File: config.mk
export PLATFORM = sky130hd
export DESIGN_NAME = bin_to_bcd_seq
export DESIGN_NICKNAME = d
export VERILOG_FILES = /design/src/rtl/bin_to_bcd_seq.sv
export SDC_FILE = /design/constraint.sdc
export NUM_CORES = 1
export LEC_CHECK = 0
export CORE_UTILIZATION = 49
export DETAILED_ROUTE_END_ITERATION = 8
export PLACE_DENSITY = 0.8
export SETUP_SLACK_MARGIN = 0.3
export SLEW_MARGIN = 15
export SYNTH_ARGS = -nofsm -noshare
export SYNTH_HDL_FRONTEND = slang
export SYNTH_SLANG_ARGS = --single-unit
File: constraint.sdc
create_clock -name clk -period 1.3 [get_ports clk]
set_input_delay 0.26 -clock clk [delete_from_list [all_inputs] [get_ports clk]]
set_output_delay 0.26 -clock clk [all_outputs]
set_load 0.005 [all_outputs]
File: src/rtl/bin_to_bcd_seq.sv
// Sequential binary-to-BCD converter (shift-and-add-3, one bit per clock).
// Ports: clk, rst (async active-low), in_valid/in_ready/din handshake,
//        done strobe, busy, bcd (DIGITS packed digits), ovf, neg.
// Optional: define BCD_SIGNED_EN to treat din as two's complement.
module bin_to_bcd_seq #(
    parameter int WIDTH  = 16,
    parameter int DIGITS = 5
) (
    input  logic                  clk,
    input  logic                  rst,
    input  logic                  in_valid,
    output logic                  in_ready,
    input  logic [WIDTH-1:0]      din,
    output logic                  done,
    output logic                  busy,
    output logic [4*DIGITS-1:0]   bcd,
    output logic                  ovf,
    output logic                  neg
);

    localparam int BW = 4 * DIGITS;
    localparam int CW = $clog2(WIDTH + 1);

    typedef enum logic [1:0] {
        IDLE,
        SHIFT,
        DONE
    } state_t;

    state_t           state;
    logic [WIDTH-1:0] shreg;
    logic [BW-1:0]    scratch;
    logic [BW-1:0]    scr_adj;
    logic [CW-1:0]    cnt;
    logic             sticky;
    logic [WIDTH-1:0] load_val;

`ifdef BCD_SIGNED_EN
    logic load_neg;
    logic neg_pend;

    // A WIDTH-bit magnitude makes -2^(WIDTH-1) come out as 2^(WIDTH-1).
    assign load_neg = din[WIDTH-1];
    assign load_val = load_neg ? (~din + {{(WIDTH-1){1'b0}}, 1'b1}) : din;
`else
    assign load_val = din;
    assign neg      = 1'b0;
`endif

    // Per-digit add-3 correction; no carry crosses a digit boundary.
    always_comb begin
        scr_adj = scratch;
        for (int k = 0; k < DIGITS; k++) begin
            if (scratch[4*k +: 4] >= 4'd5) begin
                scr_adj[4*k +: 4] = scratch[4*k +: 4] + 4'd3;
            end
        end
    end

    always_ff @(posedge clk or negedge rst) begin
        if (!rst) begin
            state    <= IDLE;
            in_ready <= 1'b1;
            busy     <= 1'b0;
            done     <= 1'b0;
            bcd      <= '0;
            ovf      <= 1'b0;
            shreg    <= '0;
            scratch  <= '0;
            cnt      <= '0;
            sticky   <= 1'b0;
`ifdef BCD_SIGNED_EN
            neg      <= 1'b0;
            neg_pend <= 1'b0;
`endif
        end else begin
            done <= 1'b0;
            unique case (state)
                IDLE: begin
                    if (in_valid) begin
                        shreg    <= load_val;
                        scratch  <= '0;
                        sticky   <= 1'b0;
                        cnt      <= CW'(WIDTH);
                        state    <= SHIFT;
                        in_ready <= 1'b0;
                        busy     <= 1'b1;
`ifdef BCD_SIGNED_EN
                        neg_pend <= load_neg;
`endif
                    end
                end
                SHIFT: begin
                    // A 1 leaving the top digit means >= 10^DIGITS.
                    scratch <= {scr_adj[BW-2:0], shreg[WIDTH-1]};
                    shreg   <= {shreg[WIDTH-2:0], 1'b0};
                    sticky  <= sticky | scr_adj[BW-1];
                    cnt     <= cnt - CW'(1);
                    if (cnt == CW'(1)) begin
                        state <= DONE;
                    end
                end
                DONE: begin
                    bcd      <= scratch;
                    ovf      <= sticky;
                    done     <= 1'b1;
                    state    <= IDLE;
                    in_ready <= 1'b1;
                    busy     <= 1'b0;
`ifdef BCD_SIGNED_EN
                    neg      <= neg_pend;
`endif
                end
                default: begin
                    state    <= IDLE;
                    in_ready <= 1'b1;
                    busy     <= 1'b0;
                end
            endcase
        end
    end

endmodule

# == Yosys cells after proc, flatten, opt, wreduce, memory -nomap -nowiden ==
# Cells that the tools add are included.
# word_totals
ff_bits,68
out_inout_bits,25
inputBits,19
# classes
n_bitwise,2
n_reduce_logical,5
add_sub_neg,6
muxes,20
n_eq_ne,5
magnitude_cmp,5
# op_table
op,n
$pmux W20 S2,1
$pmux W16 S2,1
$add A4 B2 Y4 const B,5
$ge A4 B3 Y1 const B,5
$mux W20,1
$mux W4,5
$mux W16,1
$pmux W5 S2,1
$pmux W1 S2,3
$reduce_and A2 Y1,3
$eq A5 B1 Y1 const B,1
$mux W5,1
$sub A5 B1 Y5 const B,1
$mux W2,2
$ne A2 B2 Y1 const B,2
$pmux W2 S2,1
$mux W1,3
$eq A2 B1 Y1 const B,1
$eq A2 B2 Y1 const B,1
$logic_not A2 Y1,1
$reduce_bool A2 Y1,1
$not A1 Y1,1
$or A1 B1 Y1,1

# == Longest topological paths before layout ==
# depth
depth_word,4
ltp_mapped,6

# == Worst setup path before layout ==
# OpenSTA, ideal clock, no wires.
# synth_timing
path_type,reg2reg
start,register state[1]
end,register cnt[3]
setup_ns,0.134
arrival_time_ns,1.147
path_stages_with_launch,6
slack_ns,0.019
path_cell_list,dfrtp_1 -> buf_6 -> or3b_1 -> buf_6 -> nand2_1 -> mux2i_1
# synth_between
elab_chain_cells,3
elab_cells_between_ends,6
classes_between,eq/ne: 2; mux: 1; reduce/logical: 3
# synth_rtl
item,line,rtl
"start, declared",30,state_t state;
"start signal, assigned",62,state <= IDLE;
"start signal, assigned",85,state <= SHIFT;
"start signal, assigned",100,state <= DONE;
$eq A2 B1 Y1 / $logic_not A2 Y1 (equally long branches),78,unique case (state)
$reduce_bool A2 Y1 (no line) / $ne A2 B2 Y1 (equally long branches),n/a,
$reduce_and A2 Y1 (no line),n/a,
"end signal, assigned",84,cnt <= CW'(WIDTH);
"end signal, assigned",98,cnt <= cnt - CW'(1);
"end, declared",34,logic [CW-1:0] cnt;
# Several ways; a longest one is shown, not always the timed one.
# A chain may end at the register's enable or synchronous reset.

# == Worst setup path in the final report ==
# layout_timing
start,register state[0]
end,register cnt[4]
# The elaborated chain is that of the path after synthesis.

==> summary.md <==
The register clock-pin slew on the reported worst setup and hold paths was 0.07 ns. TritonCTS built the clock tree. The number of synthesized register bits is 68, and the arithmetic-cell share of the synthesized area counting full adders, half adders and majority gates is 4.53%. The logs give 0 for the max-slew violation total from the final report and 0.791 for the final RePlAce weighted congestion. The root cell of the clock tree was clkbuf_8. Capturing element type of the critical path: a register. The number of different library cells used by synthesis comes to 40. The logs give 10.9 mm for the overall routed net length and 0.34 ns for the worst-skew pair later-pin latency. The logs give 56.6% for the relative contribution of combinational cells to total power and 0 for the antenna diode instance count.

The run gives 701 MHz as the top achievable clock speed. The run gives 7100 um2 as the die footprint. For this run, the number of standard cells in the final layout without fillers is 520. The synthesized netlist cell count was 329; the number of standard-cell rows in the floorplan was 29. The detail route stage leaves a number of antenna-violating nets equal to 0. The worst setup path is of the reg -> reg kind.

Traced cell by cell, the critical path runs through o21ba_4 > buf_12 > buf_6 > nand4_1 > nand3_1. The average wire per cell in the routed design was 20.9 um; the final-layout setup total negative slack was -0.636 ns. Data arrives at the worst endpoint at 1.62 ns.

The tools report the total congestion overflow after global routing as 0. The minimum clock period after layout is 1.43 ns. In this run the worst path has a maximum fanout of 10. Placed cell area: 4170 um2. The first global-routing pass estimated 13.5 mm of wire. The initial antenna violation count is 0, and the count of buffering cells on the critical path with inverters included is 2. For the total number of nets in the final design, the log shows 470. The final reports fail on DRC, setup timing. The share of the synthesized area in compound gates (AO/OA/AOI/OAI) works out to 20.8%.

The largest delay contributor family on the critical path is flip-flops. Dividing total power by cell area gives a power density of 2390 nW/um2. After legalization and detailed placement, the total HPWL measured 4.81 mm. The global-route total usage across every layer is 24.3%, and the power dissipated by switching net loads is 5150 uW. The tool flagged a number of max-cap violations equal to 0. Once the floorplan was initialized, standard cells occupied 51.3% of the core. Via count of the first global-routing pass: 2845. The multi-input combinational cells in the finished layout cover a total of 2080 um2.

Compared with the post-synthesis result, the final layout area differs by 63.2%. Clock tree synthesis found a total of 68 sinks. The highest-delay cell along the critical path was dfrtp_2.

After Yosys synthesis, and, or, nand and nor cells account for 13.9% of the synthesized area. The number of buffers on the longest clock path was 2; the total vias in the final route was 3118. The share of the Yosys chip area taken by registers is 51.4%. STA classifies the critical path startpoint as a register. The xor and xnor fraction of the mapped netlist area came out at 1.32%.

The Yosys step of the flow raised 0 warnings. Overall power of the completed layout: 12900 uW. The fraction of layout instances using a drive strength above 1 works out to 56.9%. In the finished design, the share of the clock period the worst path needs comes to 110%. The overall die height came out at 84.3 um. Before antenna repair, the detailed router went through 7 iterations. For the total clock buffers created by CTS, the log shows 9. The internal portion of the total power is 7780 uW. The average footprint of a synthesized cell came out at 10.1 um2. In this run the standard cell core region covers 6460 um2. The logs give -0.126 ns for the final critical-path setup slack and 5410 um2 for the post-route cell area. Counting tap cells, the placed design contains a total of 459 instances. The run gives 0.00752 ns as the worst clock skew.

The sequential cells in the finished layout cover a total of 1710 um2. Entering global routing, the biggest net connects 69 pins. Dividing the detail-routed via count by the number of cells gives 6.00.

The static leakage was 0.00250 uW; the mux share of post-synthesis cell area was 0.642%. The H-tree was split into 3 levels. The clock network fraction of design power is 14.0%. The largest stage delay on the critical path was 0.49 ns. The worst hold path belongs to the class in -> async.

The run finished, with violations left. The run gives -0.273 ns as the post-placement setup slack. The relative contribution of sequential cells to total power came out at 29.4%. The dominant combinational cell family by area after synthesis is compound AO/OA/AOI/OAI gates. Final-report hold violation count: 0. The run gives 15 as the final number of setup-violating endpoints. Setup repair after global routing could not meet its margin everywhere. In the routed design, unresolved DRC markers number 6. The critical path data required time is 1.50 ns.

The width of the die was 84.3 um. After filler insertion, the fill cell instance count of the layout stands at 300. The synthesized net count is 360. For this design the top-level I/O count stands at 44. The detailed router finished its first iteration with 229 violations.

The switching share of power is 39.8%. The run gives 1410 uV as the highest ir drop seen on vdd. The cell area after synthesis came out at 3320 um2.

The count of input and output buffers is 42.
cells in the final DEF, fill, tap and decap left out, types with 7 or more instances in the layout:
cell and instances:
o21ai_2 21, a21oi_1 12, nand2_4 20, inv_2 10, clkdlybuf4s50_1 17, nand2_1 8
dfrtp_1 64, buf_2 25, and3b_1 15, buf_4 48, o21ai_1 21, nand2_2 22
clkbuf_8 12, ha_4 7, o2111ai_2 8, inv_1 15, buf_12 11, buf_6 10
Yosys cell counts:
| cell type | n | share of area [%] |
|---|---|---|
| nand3b_1 | 1 | 0.23 |
| nor2b_1 | 5 | 0.94 |
| o2111ai_1 | 10 | 2.6 |
| ha_1 | 12 | 4.5 |
| dfrtp_1 | 67 | 51 |
| and2_1 | 1 | 0.19 |
| buf_4 | 1 | 0.23 |
| o31ai_1 | 6 | 1.4 |
| a31o_2 | 1 | 0.26 |
| conb_1 | 1 | 0.11 |
| nand3_1 | 1 | 0.15 |
| nand2b_1 | 7 | 1.3 |
| a32o_1 | 5 | 1.5 |
| o21ai_2 | 2 | 0.53 |
| inv_1 | 26 | 2.9 |
| o21a_1 | 6 | 1.4 |
| o32ai_1 | 4 | 1.1 |
| o221ai_1 | 5 | 1.3 |
| dfstp_2 | 1 | 0.79 |
| buf_2 | 11 | 1.7 |
| nand3_2 | 1 | 0.30 |
| o21ai_0 | 44 | 6.6 |
| nor4_1 | 1 | 0.19 |
| nor2_1 | 1 | 0.11 |
| and3_1 | 1 | 0.19 |
| xnor2_1 | 5 | 1.3 |
| mux2_2 | 1 | 0.34 |
| o21ba_2 | 1 | 0.30 |
| mux2i_1 | 1 | 0.30 |
| o22ai_1 | 1 | 0.19 |
| nand2_1 | 50 | 5.7 |
| nand4_1 | 1 | 0.19 |
| clkbuf_1 | 4 | 0.45 |
| and3b_1 | 15 | 4.0 |
| o211ai_1 | 5 | 1.1 |
| buf_6 | 6 | 2.0 |
| and2b_1 | 1 | 0.23 |
| o21bai_1 | 1 | 0.23 |
| a21oi_1 | 15 | 2.3 |
| or3b_1 | 1 | 0.26 |
cell type report:
cell class | count | share of cell area, %
clock inverter | 1 | 0.555
clock buffer | 14 | 3.19
multi-input combinational | 213 | 38.5
tap | 77 | 1.78
sequential | 68 | 31.5
timing repair buffer | 121 | 22.6
inverter | 26 | 1.90
power by group through the flow:
stage               combinational [uW]  clock [uW]  sequential [uW]
finish                            7320        1820             3800
global route                      7810        1910             3850
CTS                               5000        1800             3560
detailed placement                4630           0             3600
global placement                  4440           0             3550
floorplan                         2970           0             3500
per-stage QoR:
| stage | util (%) | hold slack [ns] |
|---|---|---|
| after floorplan | - | -0.0356 |
| after global placement | 64.5 | 0.307 |
| after detailed placement | 64.5 | 0.311 |
| after CTS | 71.3 | 0.473 |
| after global routing | 83.8 | 0.488 |
| final | 83.8 | 0.450 |
final timing paths:
check | start | endpoint | slack, ns | depth (start not counted)
max in group asynchronous | rst | scratch[12] | 0.51 | 3
hold reg to reg | scratch[15] | scratch[15] | 0.50 | 1
min in group clk | din[0] | shreg[0] | 0.48 | 3
hold / removal | rst | state[1] | 0.45 | 3
setup / recovery | state[0] | cnt[4] | -0.13 | 5
setup reg to reg | state[0] | cnt[4] | -0.13 | 5
cells by family after synthesis:
family | count (synthesis)
adders and majority gates | 12
buffers and inverters | 48
DFF | 68
and+or+nand+nor | 87
xor gates and xnor gates | 5
other | 1
muxes | 2
AOI/OAI and AO/OA | 106
registers in the layout (all words and copies together) (netlist names):
signal and flops:
bcd 20, scratch 20, shreg 16, cnt 5
state 2, busy 1, done 1, in_ready 1
ovf 1, sticky 1
routing by layer:
layer | vias to the layer above | wire, um | track usage [%]
li1 | 1391 | - | -
met2 | 101 | 5650 | 41.3
met3 | 27 | 511 | 5.41
met1 | 1599 | 4390 | 30.6
met4 | 0 | 322 | 8.93
met5 | - | 0 | 0
worst register-to-register path: cells and delay by family (launching register included):
family          cells  cell delay [ns]
flops               1             0.49
simple gates        2             0.29
buf+inv             2             0.28
compound gates      1             0.23
timing repair:
action / CTS / global route
pin swaps: 10 / 49
setup buffers: 14 / 22
gates cloned: 3 / 6
endpoints found under the hold margin: 67 / 0
gates resized for setup: 130 / 156
endpoints found under the setup margin: 92 / 92
hold buffers: 1 / 0
Note: power is estimated with default switching activity, not from simulation.
